<file path="src/rtl/pipe_ctrl_pkg.sv">
// Shared encodings for the pipeline hazard controller:
// FSM states, ARM instruction classes and field positions.
package pipe_ctrl_pkg;

    typedef enum logic [1:0] {
        ST_RUN     = 2'd0,
        ST_LDUSE   = 2'd1,
        ST_FLUSH   = 2'd2,
        ST_MEMWAIT = 2'd3
    } state_t;

    localparam logic [2:0] CLS_DP_REG = 3'b000;
    localparam logic [2:0] CLS_DP_IMM = 3'b001;
    localparam logic [2:0] CLS_LDST   = 3'b010;
    localparam logic [2:0] CLS_BRANCH = 3'b101;

    localparam int CLS_MSB = 27;
    localparam int CLS_LSB = 25;
    localparam int L_BIT   = 20;

    function automatic logic [2:0] inst_class(input logic [31:0] inst);
        return inst[CLS_MSB:CLS_LSB];
    endfunction

endpackage

</file>
<file path="src/rtl/pipe_hazard_ctrl_hazard_detect.sv">
// Combinational load-use detector: a load in MEM whose destination
// feeds a register source of the instruction currently in EX.
module hazard_detect
    import pipe_ctrl_pkg::*;
(
    input  logic [2:0] ex_cls_i,
    input  logic       ex_valid_i,
    input  logic [3:0] ex_r1_addr_i,
    input  logic [3:0] ex_r2_addr_i,
    input  logic [2:0] mem_cls_i,
    input  logic       mem_l_i,
    input  logic [3:0] mem_rd_addr_i,
    input  logic       mem_valid_i,
    output logic       hazard_o
);

    logic w_is_load;
    logic w_rm_hit;
    logic w_rn_hit;
    logic w_src_hit;

    assign w_is_load = mem_valid_i & mem_l_i & (mem_cls_i == CLS_LDST);
    assign w_rm_hit  = (ex_r1_addr_i == mem_rd_addr_i);
    assign w_rn_hit  = (ex_r2_addr_i == mem_rd_addr_i);

    // Immediate and load/store forms only read Rn; register DP reads both.
    always_comb begin
        w_src_hit = 1'b0;
        unique case (ex_cls_i)
            CLS_DP_REG: w_src_hit = w_rm_hit | w_rn_hit;
            CLS_DP_IMM: w_src_hit = w_rn_hit;
            CLS_LDST:   w_src_hit = w_rn_hit;
            default:    w_src_hit = 1'b0;
        endcase
    end

    assign hazard_o = w_is_load & ex_valid_i & w_src_hit;

endmodule

</file>
<file path="src/rtl/pipe_hazard_ctrl.sv">
// Stall/flush sequencer for the 5-stage pipeline: load-use bubbles,
// branch squash window, memory-busy freeze and saturating perf counters.
module pipe_hazard_ctrl
    import pipe_ctrl_pkg::*;
#(
    parameter int FLUSH_CYCLES = 2,
    parameter int CNT_W        = 16
) (
    input  logic             clk_i,
    input  logic             reset_i,
    input  logic [31:0]      ex_inst_i,
    input  logic             ex_valid_i,
    input  logic [3:0]       ex_r1_addr_i,
    input  logic [3:0]       ex_r2_addr_i,
    input  logic [31:0]      mem_inst_i,
    input  logic [3:0]       mem_rd_addr_i,
    input  logic             mem_valid_i,
    input  logic             branch_i,
    input  logic             mem_busy_i,
    output logic             pc_en_o,
    output logic             if_id_en_o,
    output logic             id_ex_en_o,
    output logic             ex_mem_en_o,
    output logic             bubble_ex_o,
    output logic             flush_id_o,
    output logic [1:0]       state_o,
    output logic [CNT_W-1:0] stall_cnt_o,
    output logic [CNT_W-1:0] flush_cnt_o
);

    localparam int FC_W = (FLUSH_CYCLES > 1) ? $clog2(FLUSH_CYCLES) : 1;
    localparam logic [FC_W-1:0] FC_LOAD = FC_W'(FLUSH_CYCLES - 1);
    localparam state_t ST_AFTER_BR = (FLUSH_CYCLES > 1) ? ST_FLUSH : ST_RUN;

    state_t            r_state;
    state_t            r_saved;
    logic [FC_W-1:0]   r_cnt;
    logic [CNT_W-1:0]  r_stall_cnt;
    logic [CNT_W-1:0]  r_flush_cnt;

    state_t            w_next;
    state_t            w_saved_next;
    logic [FC_W-1:0]   w_cnt_next;
    logic              w_hazard;
    logic              w_branch;
    logic              w_stall_all;
    logic              w_pc_en;
    logic              w_if_id_en;
    logic              w_id_ex_en;
    logic              w_ex_mem_en;
    logic              w_bubble;
    logic              w_flush;
    logic              w_flush_inc;
    logic              w_unused;

    assign w_unused = &{1'b0, ex_inst_i[31:28], ex_inst_i[24:0],
                        mem_inst_i[31:28], mem_inst_i[24:21],
                        mem_inst_i[19:0]};

    hazard_detect u_hazard_detect (
        .ex_cls_i      (inst_class(ex_inst_i)),
        .ex_valid_i    (ex_valid_i),
        .ex_r1_addr_i  (ex_r1_addr_i),
        .ex_r2_addr_i  (ex_r2_addr_i),
        .mem_cls_i     (inst_class(mem_inst_i)),
        .mem_l_i       (mem_inst_i[L_BIT]),
        .mem_rd_addr_i (mem_rd_addr_i),
        .mem_valid_i   (mem_valid_i),
        .hazard_o      (w_hazard)
    );

    assign w_branch = branch_i & ex_valid_i;

    always_comb begin
        w_next       = r_state;
        w_saved_next = r_saved;
        w_cnt_next   = r_cnt;
        w_stall_all  = 1'b0;
        w_pc_en      = 1'b1;
        w_if_id_en   = 1'b1;
        w_id_ex_en   = 1'b1;
        w_ex_mem_en  = 1'b1;
        w_bubble     = 1'b0;
        w_flush      = 1'b0;
        w_flush_inc  = 1'b0;
        unique case (r_state)
            ST_RUN, ST_LDUSE: begin
                if (mem_busy_i) begin
                    w_stall_all  = 1'b1;
                    w_saved_next = ST_RUN;
                    w_next       = ST_MEMWAIT;
                end else if (w_branch) begin
                    w_flush     = 1'b1;
                    w_flush_inc = 1'b1;
                    w_cnt_next  = FC_LOAD;
                    w_next      = ST_AFTER_BR;
                end else if (w_hazard && r_state == ST_RUN) begin
                    w_pc_en    = 1'b0;
                    w_if_id_en = 1'b0;
                    w_id_ex_en = 1'b0;
                    w_bubble   = 1'b1;
                    w_next     = ST_LDUSE;
                end else begin
                    w_next = ST_RUN;
                end
            end
            ST_FLUSH: begin
                if (mem_busy_i) begin
                    w_stall_all  = 1'b1;
                    w_saved_next = ST_FLUSH;
                    w_next       = ST_MEMWAIT;
                end else if (w_branch) begin
                    w_flush     = 1'b1;
                    w_flush_inc = 1'b1;
                    w_cnt_next  = FC_LOAD;
                    w_next      = ST_AFTER_BR;
                end else begin
                    // cnt holds the squash cycles still owed, this one included
                    w_flush = 1'b1;
                    if (r_cnt != '0) begin
                        w_cnt_next = r_cnt - FC_W'(1);
                    end
                    if (r_cnt <= FC_W'(1)) begin
                        w_next = ST_RUN;
                    end
                end
            end
            ST_MEMWAIT: begin
                w_stall_all = 1'b1;
                if (!mem_busy_i) begin
                    w_next = r_saved;
                end
            end
            default: begin
                w_next = ST_RUN;
            end
        endcase
    end

    always_ff @(posedge clk_i or posedge reset_i) begin
        if (reset_i) begin
            r_state     <= ST_RUN;
            r_saved     <= ST_RUN;
            r_cnt       <= '0;
            r_stall_cnt <= '0;
            r_flush_cnt <= '0;
        end else begin
            r_state <= w_next;
            r_saved <= w_saved_next;
            r_cnt   <= w_cnt_next;
            if (!pc_en_o && r_stall_cnt != '1) begin
                r_stall_cnt <= r_stall_cnt + CNT_W'(1);
            end
            if (w_flush_inc && r_flush_cnt != '1) begin
                r_flush_cnt <= r_flush_cnt + CNT_W'(1);
            end
        end
    end

    // Reset overrides the FSM outputs combinationally, not just at the edge.
    assign pc_en_o     = w_pc_en     & ~w_stall_all & ~reset_i;
    assign if_id_en_o  = w_if_id_en  & ~w_stall_all & ~reset_i;
    assign id_ex_en_o  = w_id_ex_en  & ~w_stall_all & ~reset_i;
    assign ex_mem_en_o = w_ex_mem_en & ~w_stall_all & ~reset_i;
    assign bubble_ex_o = w_bubble & ~reset_i;
    assign flush_id_o  = w_flush | reset_i;
    assign state_o     = r_state;
    assign stall_cnt_o = r_stall_cnt;
    assign flush_cnt_o = r_flush_cnt;

endmodule

</file>
<file path="config.mk">
export PLATFORM = sky130hd
export DESIGN_NAME = pipe_hazard_ctrl
export DESIGN_NICKNAME = d
export VERILOG_FILES = /design/src/rtl/pipe_ctrl_pkg.sv /design/src/rtl/pipe_hazard_ctrl_hazard_detect.sv /design/src/rtl/pipe_hazard_ctrl.sv
export SDC_FILE = /design/constraint.sdc
export NUM_CORES = 1
export LEC_CHECK = 0
export CORE_AREA = 8 8 79 81
export CTS_BUF_LIST = sky130_fd_sc_hd__clkbuf_2
export DETAILED_ROUTE_END_ITERATION = 8
export DIE_AREA = 0 0 87 89
export GPL_ROUTABILITY_DRIVEN = 0
export PLACE_DENSITY_LB_ADDON = 0.25
export SLEW_MARGIN = 5
export SYNTH_ARGS = -nofsm -noshare
export SYNTH_HDL_FRONTEND = slang
export SYNTH_SLANG_ARGS = --single-unit
</file>
<file path="constraint.sdc">
create_clock -name clk_i -period 3 [get_ports clk_i]
set_input_delay 0.6 -clock clk_i [delete_from_list [all_inputs] [get_ports clk_i]]
set_output_delay 0.6 -clock clk_i [all_outputs]
set_load 0.02 [all_outputs]
</file>
# ---- Word level (Yosys, flattened, before mapping)
# Index checks and enable logic that the tools add are counted.
dict set report totals {
  word_cells 85
  ff_bits 37
}
dict set report classes {
  add_sub_neg 3
  n_reduce_logical 13
  n_bitwise 13
  n_mux 33
  eq_ne 17
  order_cmp 1
}
# operator n
set ops {}
lappend ops {{$add 16x1->16 const B} 2}
lappend ops {{$ne 16x16->1 const B} 2}
lappend ops {{$mux 1} 19}
lappend ops {{$mux 2} 8}
lappend ops {{$ne 2x2->1 const B} 6}
lappend ops {{$and 1x1->1} 9}
lappend ops {{$eq 4x4->1} 2}
lappend ops {{$pmux 1 s2} 4}
lappend ops {{$eq 3x2->1 const B} 2}
lappend ops {{$pmux 2 s3} 1}
lappend ops {{$eq 2x2->1 const B} 2}
lappend ops {{$ne 4x4->1 const B} 1}
lappend ops {{$pmux 2 s2} 1}
lappend ops {{$reduce_and 4->1} 1}
lappend ops {{$reduce_or 2->1} 2}
lappend ops {{$eq 3x1->1 const B} 1}
lappend ops {{$logic_and 1x1->1} 3}
lappend ops {{$logic_not 3->1} 1}
lappend ops {{$reduce_and 3->1} 1}
lappend ops {{$reduce_or 3->1} 1}
lappend ops {{$eq 2x1->1 const B} 1}
lappend ops {{$logic_not 2->1} 1}
lappend ops {{$not 1->1} 2}
lappend ops {{$or 1x1->1} 2}
lappend ops {{5 further kinds} 5}

# ---- Logic depth before layout (Yosys ltp)
# Gate-level depths: netlist of run 1.
dict set report depth {
  word_depth 13
  mapped_depth 8
}

# ---- Cells and area by module
# From an unflattened synthesis of run 1, not the netlist that was laid out.
dict set report unflattened {
  hier_cells 184
  area_unflattened_um2 1856.8
}
# mod area_per_inst_um2 cells_per_inst seq_area_each_um2 instances
set modules_own_cells {}
lappend modules_own_cells {pipe_hazard_ctrl 1741.7 168 875.8 1}
lappend modules_own_cells {hazard_detect 115.1 16 0.0 1}

# ---- Worst setup path after synthesis of run 1
# Ideal clock, no wire load.
dict set report synth_path {
  kind {input-to-output}
  start {input port reset_i}
  end {output port if_id_en_o}
  slack_ns 0.205
  path_buffers 1
  path_stages 4
  required_ns 2.400
  t_arrival_ns 2.195
  path_cell_list {inv_1 nand2_2 nor2_1 buf_4}
}
dict set report synth_via {
  elab_chain_cells 2
}
# item line_no
set synth_lines {}
lappend synth_lines {{start, declared} pipe_hazard_ctrl.sv:10} ;# input logic reset_i,
lappend synth_lines {{$not 1->1} n/a}
lappend synth_lines {{$and 1x1->1} n/a}
lappend synth_lines {{end, declared} pipe_hazard_ctrl.sv:21} ;# output logic if_id_en_o,
# No other way between the ends.

# ---- Final worst setup path of run 1
dict set report layout_path {
  start {input port mem_rd_addr_i[3]}
  end {output port pc_en_o}
}
dict set report layout_via {
  elab_chain_cells 11
}
# item line_no
set layout_lines {}
lappend layout_lines {{start, declared} pipe_hazard_ctrl.sv:16} ;# input logic [3:0] mem_rd_addr_i,
lappend layout_lines {{$eq 4x4->1, on equally long branches} {pipe_hazard_ctrl_hazard_detect.sv:23, pipe_hazard_ctrl_hazard_detect.sv:24}}
lappend layout_lines {{$or 1x1->1} pipe_hazard_ctrl_hazard_detect.sv:30} ;# CLS_DP_REG: w_src_hit = w_rm_hit | w_rn_hit;
lappend layout_lines {{$pmux 1 s2 *} pipe_hazard_ctrl_hazard_detect.sv:29} ;# unique case (ex_cls_i)
lappend layout_lines {{$and 1x1->1 *} pipe_hazard_ctrl_hazard_detect.sv:37} ;# assign hazard_o = w_is_load & ex_valid_i & w_src_hit;
lappend layout_lines {{$logic_and 1x1->1 *} pipe_hazard_ctrl.sv:97} ;# end else if (w_hazard && r_state == ST_RUN) begin
lappend layout_lines {{$mux 1 *} pipe_hazard_ctrl.sv:97}
lappend layout_lines {{$mux 1 *} pipe_hazard_ctrl.sv:92} ;# end else if (w_branch) begin
lappend layout_lines {{$mux 1 *} pipe_hazard_ctrl.sv:88} ;# if (mem_busy_i) begin
lappend layout_lines {{$mux 1 *} pipe_hazard_ctrl.sv:86} ;# unique case (r_state)
lappend layout_lines {{$and 1x1->1 * (2 in series)} pipe_hazard_ctrl.sv:161} ;# assign pc_en_o = w_pc_en & ~w_stall_all & ~reset_i;
lappend layout_lines {{end, declared} pipe_hazard_ctrl.sv:20} ;# output logic pc_en_o,
# Mark *: on every way between the ends. The rest lies on a longest branch, timed or not.

==> results of run 1 <==
-- Yosys cell counts (3+ instances only) --
master | instances | area, um^2
sky130_fd_sc_hd__dfrtp_1 | 35 | 876
sky130_fd_sc_hd__xnor2_1 | 20 | 175
sky130_fd_sc_hd__nand2_1 | 16 | 60.1
sky130_fd_sc_hd__xor2_1 | 16 | 140
sky130_fd_sc_hd__nand3_1 | 12 | 60.1
sky130_fd_sc_hd__nor2_1 | 9 | 33.8
sky130_fd_sc_hd__nand4_1 | 7 | 43.8
sky130_fd_sc_hd__nor3_1 | 7 | 35.0
sky130_fd_sc_hd__and3_1 | 6 | 37.5
sky130_fd_sc_hd__inv_1 | 6 | 22.5
sky130_fd_sc_hd__a21oi_1 | 5 | 25.0
sky130_fd_sc_hd__nor4_1 | 4 | 25.0
sky130_fd_sc_hd__nand3_2 | 3 | 30.0
sky130_fd_sc_hd__nor3_4 | 3 | 48.8
-- flip-flops by register name (all words and copies together), names as in the netlist --
name	flops
state_o	2
flush_cnt_o	16
r_saved	1
stall_cnt_o	16
-- path summary, 6_finish.rpt --
kind | startpoint | to | slack (ns) | cells past startpoint
worst min register to register | flush_cnt_o[13]$_DFFE_PP0P_ | flush_cnt_o[13]$_DFFE_PP0P_ | 0.50 | 1
min in group asynchronous | reset_i | flush_cnt_o[4]$_DFFE_PP0P_ | 0.59 | 3
worst max-delay path | mem_rd_addr_i[3] | pc_en_o | 0.09 | 7
worst max register to register | stall_cnt_o[0]$_DFFE_PP0P_ | stall_cnt_o[1]$_DFFE_PP0P_ | 0.94 | 7
max in group asynchronous | reset_i | flush_cnt_o[6]$_DFFE_PP0P_ | 2.01 | 3
worst min-delay path | flush_cnt_o[13]$_DFFE_PP0P_ | flush_cnt_o[13]$_DFFE_PP0P_ | 0.50 | 1
-- power groups by stage --
| stage | Sequential [mW] | Clock (mW) | Combinational, mW |
|---|---|---|---|
| after floorplan | 0.754 | 0 | 0.181 |
| after CTS | 0.669 | 0.220 | 0.526 |
| after global routing | 0.682 | 0.240 | 0.558 |
| after global placement | 0.674 | 0 | 0.516 |
| after detailed placement | 0.676 | 0 | 0.526 |
| final | 0.668 | 0.210 | 0.519 |
-- cells in the final DEF (no fill, tap or decap), types with 2 or more instances in the layout --
master                             n
sky130_fd_sc_hd__clkdlybuf4s50_1  60
sky130_fd_sc_hd__dfrtp_1          35
sky130_fd_sc_hd__xnor2_1          20
sky130_fd_sc_hd__nand2_1          16
sky130_fd_sc_hd__xor2_1           16
sky130_fd_sc_hd__buf_4            13
sky130_fd_sc_hd__nand3_1          12
sky130_fd_sc_hd__nor2_1            9
sky130_fd_sc_hd__nand4_1           7
sky130_fd_sc_hd__inv_1             6
sky130_fd_sc_hd__nor3_1            6
sky130_fd_sc_hd__and3_1            6
sky130_fd_sc_hd__clkbuf_2          6
sky130_fd_sc_hd__a21oi_1           5
sky130_fd_sc_hd__nor4_1            4
sky130_fd_sc_hd__dlygate4sd2_1     4
sky130_fd_sc_hd__nor3_4            3
sky130_fd_sc_hd__nand3_2           3
sky130_fd_sc_hd__a21oi_2           2
sky130_fd_sc_hd__and4_1            2
sky130_fd_sc_hd__mux2_2            2
sky130_fd_sc_hd__ha_1              2
sky130_fd_sc_hd__clkinv_1          2
-- through the flow --
step                total power [mW]  area, um^2  TNS (ns)  hold WS (ns)
floorplan                      0.934        1910         0         0.492
global placement                1.19        2690    -0.816         0.477
detailed placement              1.20        2690     -1.07         0.481
CTS                             1.41        2730         0         0.506
global route                    1.48        2730   -0.0367         0.520
finish                          1.40        2730         0         0.502
-- worst max-delay path: stages --
cell                              delay, ns
sky130_fd_sc_hd__clkdlybuf4s50_1       0.48
sky130_fd_sc_hd__xor2_1                0.19
sky130_fd_sc_hd__nor3_1                0.24
sky130_fd_sc_hd__a21oi_1               0.15
sky130_fd_sc_hd__nor3_2                0.22
sky130_fd_sc_hd__nor2_1                0.09
sky130_fd_sc_hd__dlygate4sd2_1         0.34
-- per-layer routing --
layer	share of wire, %	vias to the layer above
met5	0	-
met4	1.2	0
met3	5.0	7
met2	49	33
met1	45	759
li1	-	784
-- area by class of cell --
cell class	instances	area share (%)
Sequential cell	35	32.0
Clock buffer	6	1.10
Timing Repair Buffer	77	26.8
Tap cell	70	3.20
Multi-Input combinational cell	133	35.7
Clock inverter	2	0.275
Inverter	6	0.824
-- logic make-up after synthesis --
group                    count (synthesis)  share of synthesized area (%)
AND/OR/NAND/NOR                         78                           25.2
XOR/XNOR                                37                           17.4
adder cells (fa/ha/maj)                  2                           1.31
flip-flops                              35                           45.9
buffers and inverters                   10                           3.15
AO/OA/AOI/OAI                           13                           5.31
multiplexers                             3                           1.77
-- what timing repair did --
action	in CTS	in global routing
pin swaps	0	1
gates resized for setup	5	0
setup buffers	0	1
endpoints found under the setup margin	4	4
==> summary by stage, run 1 <==
Logic synthesis
Of the synthesized area, sequential elements account for between 40 and 50%. The number of distinct standard cells referenced by the synthesized netlist is 37. For this run, the leading register cell type out of synthesis is sky130_fd_sc_hd__dfrtp_1. The number of flops mapped to enable cells by yosys is 0. The cell area that synthesis handed to floorplanning was ~0.0019 mm^2.

When the netlist entered floorplanning its net count stood at around 260. Synthesis produced roughly 180 cells. For this run, asynchronously set or reset flops after synthesis account for 100%. In this run, synthesis produced a sequential element count of 35. In this run the mean area of a mapped cell was approximately 11 um^2. For this run, the number of Yosys warnings is 0.

Die
For this design the top-level I/O count stands at 122. The core footprint is around 0.005 mm^2. The die footprint is about 0.0077 mm^2. From left edge to right edge, the die measures 87 um.

The initial utilization of the core area, before any placement, comes to about two fifths. The height of the die is between 80 and 90 um. The standard-cell row count is 26.

Clock network
Clock-pin slew was measured on the worst setup and hold paths at approximately 0.17 ns. The clock network latency to the later pin of the worst-skew pair is 0.38 ns. The number of hold buffers added after CTS was 0. The clock tree from TritonCTS is done. TritonCTS created 5 clock buffers. The tree is rooted in a sky130_fd_sc_hd__clkbuf_2. The CTS sink count is 35. The depth of the CTS H-tree is 2. The clock passes through at most 2 buffers.

STA
Subtracting the final worst setup slack from the clock period gives approximately 3 ns. The final number of hold-violating endpoints came to 0. The worst setup margin is 0.0869 ns. The worst slew margin relative to its limit is roughly three fifths.

Setup repair after global routing could not meet its margin everywhere. The number of setup violations in the final report is 0. The largest clock skew in the final design is 0.0144 ns.

The actual transition at the worst max-transition pin is just under 0.6 ns. In the finished design, the share of the clock period the worst path needs comes to 97.1%. Timing would allow up to roughly 340 MHz. The total count of max-transition violations in the final report is 0.

GRT
The routing usage on met1 is roughly 15%. The global-route met2 utilization is a little over a fifth. The first global-routing pass estimated roughly 7.8 mm of wire.

Summed over all layers, the global routing overflow is 0. The initial antenna violation count is 0. met2 is the most crowded layer. For met3 alone, demand over resource in global routing was around 3.0%.

The largest net degree at the start of global routing is 32. The combined global-route utilization of all metal layers is about an eighth. The number of global-route vias before repair is 1625.

Final layout
The end-of-flow core utilization is 54.9%. The synthesis-to-finish area growth is 43.3%. The combined flip-flop and latch cell area is a little under 900 um^2. The number of fillers in the final layout is between 400 and 500. In the final design database the tool counted between 300 and 400 nets. The total inserted antenna cells is 0.

Once layout is complete, the cells apart from fillers number ~330. The fraction of final layout cells with drive strength greater than 1 is approximately 15%. The multi-input combinational cell area is roughly 980 um^2.

Worst setup path
The arrival time at the worst endpoint is approximately 2.3 ns. The worst setup path is captured at an output pin. The maximum fanout count along the critical path is 3. The required time reported for the critical path endpoint is 2.40 ns. STA classifies the critical path startpoint as an input port.

The worst setup path is of the in2out kind.

Pwr
The relative contribution of combinational cells to total power is a little under two fifths. The switching power is about 0.52 mW. Internal power comes to 0.881 mW. In this run switching power makes up 36.9% of total power. IR analysis of the VDD net gives a maximum drop of 0.442 mV.

Per report_power, the clock group accounts for 15.1% of the total. Of the total power, registers draw between 40% and 50%. The leakage component of the power is approximately 1.2 nW. The total power divided by cell area is around 500 mW/mm^2.

Run
The tool flagged a number of max-cap violations equal to 0.

Detailed routing
In this run the remaining antenna-violating nets after routing total 0. The detailed router's first-iteration violation count is 40. The total number of vias is 1583. The first detailed-routing pass took 4 iterations. The number of vias per cell after detailed routing is between 4 and 5. Dividing the detail-routed wire length by the instance count gives 14.1 um.

The residual DRC count is 0. The overall routed net length is between 4 and 5 mm.

Placed design
The pre-CTS worst setup slack is -0.282 ns. The sum of net half-perimeters after detailed placement is about 3.7 mm. The count of placed standard cells including taps is between 300 and 400. The count of buffers added on input and output ports is 64.

Hold path
In this run the worst hold path is classified as reg2reg.

Run status
The flow ran to the end, and the final reports show no timing, DRC or antenna violations.
Note: power is estimated with default switching activity, not from simulation.
==> run 2, diff against run 1 <==
--- a/config.mk
+++ b/config.mk
@@ -11,6 +11,7 @@
 export DIE_AREA = 0 0 87 89
 export GPL_ROUTABILITY_DRIVEN = 0
 export PLACE_DENSITY_LB_ADDON = 0.25
+export RECOVER_POWER = 25
 export SLEW_MARGIN = 5
 export SYNTH_ARGS = -nofsm -noshare
 export SYNTH_HDL_FRONTEND = slang
==> results of run 2 <==
No change in the layout: final DEF, timing and power equal those of run 1.
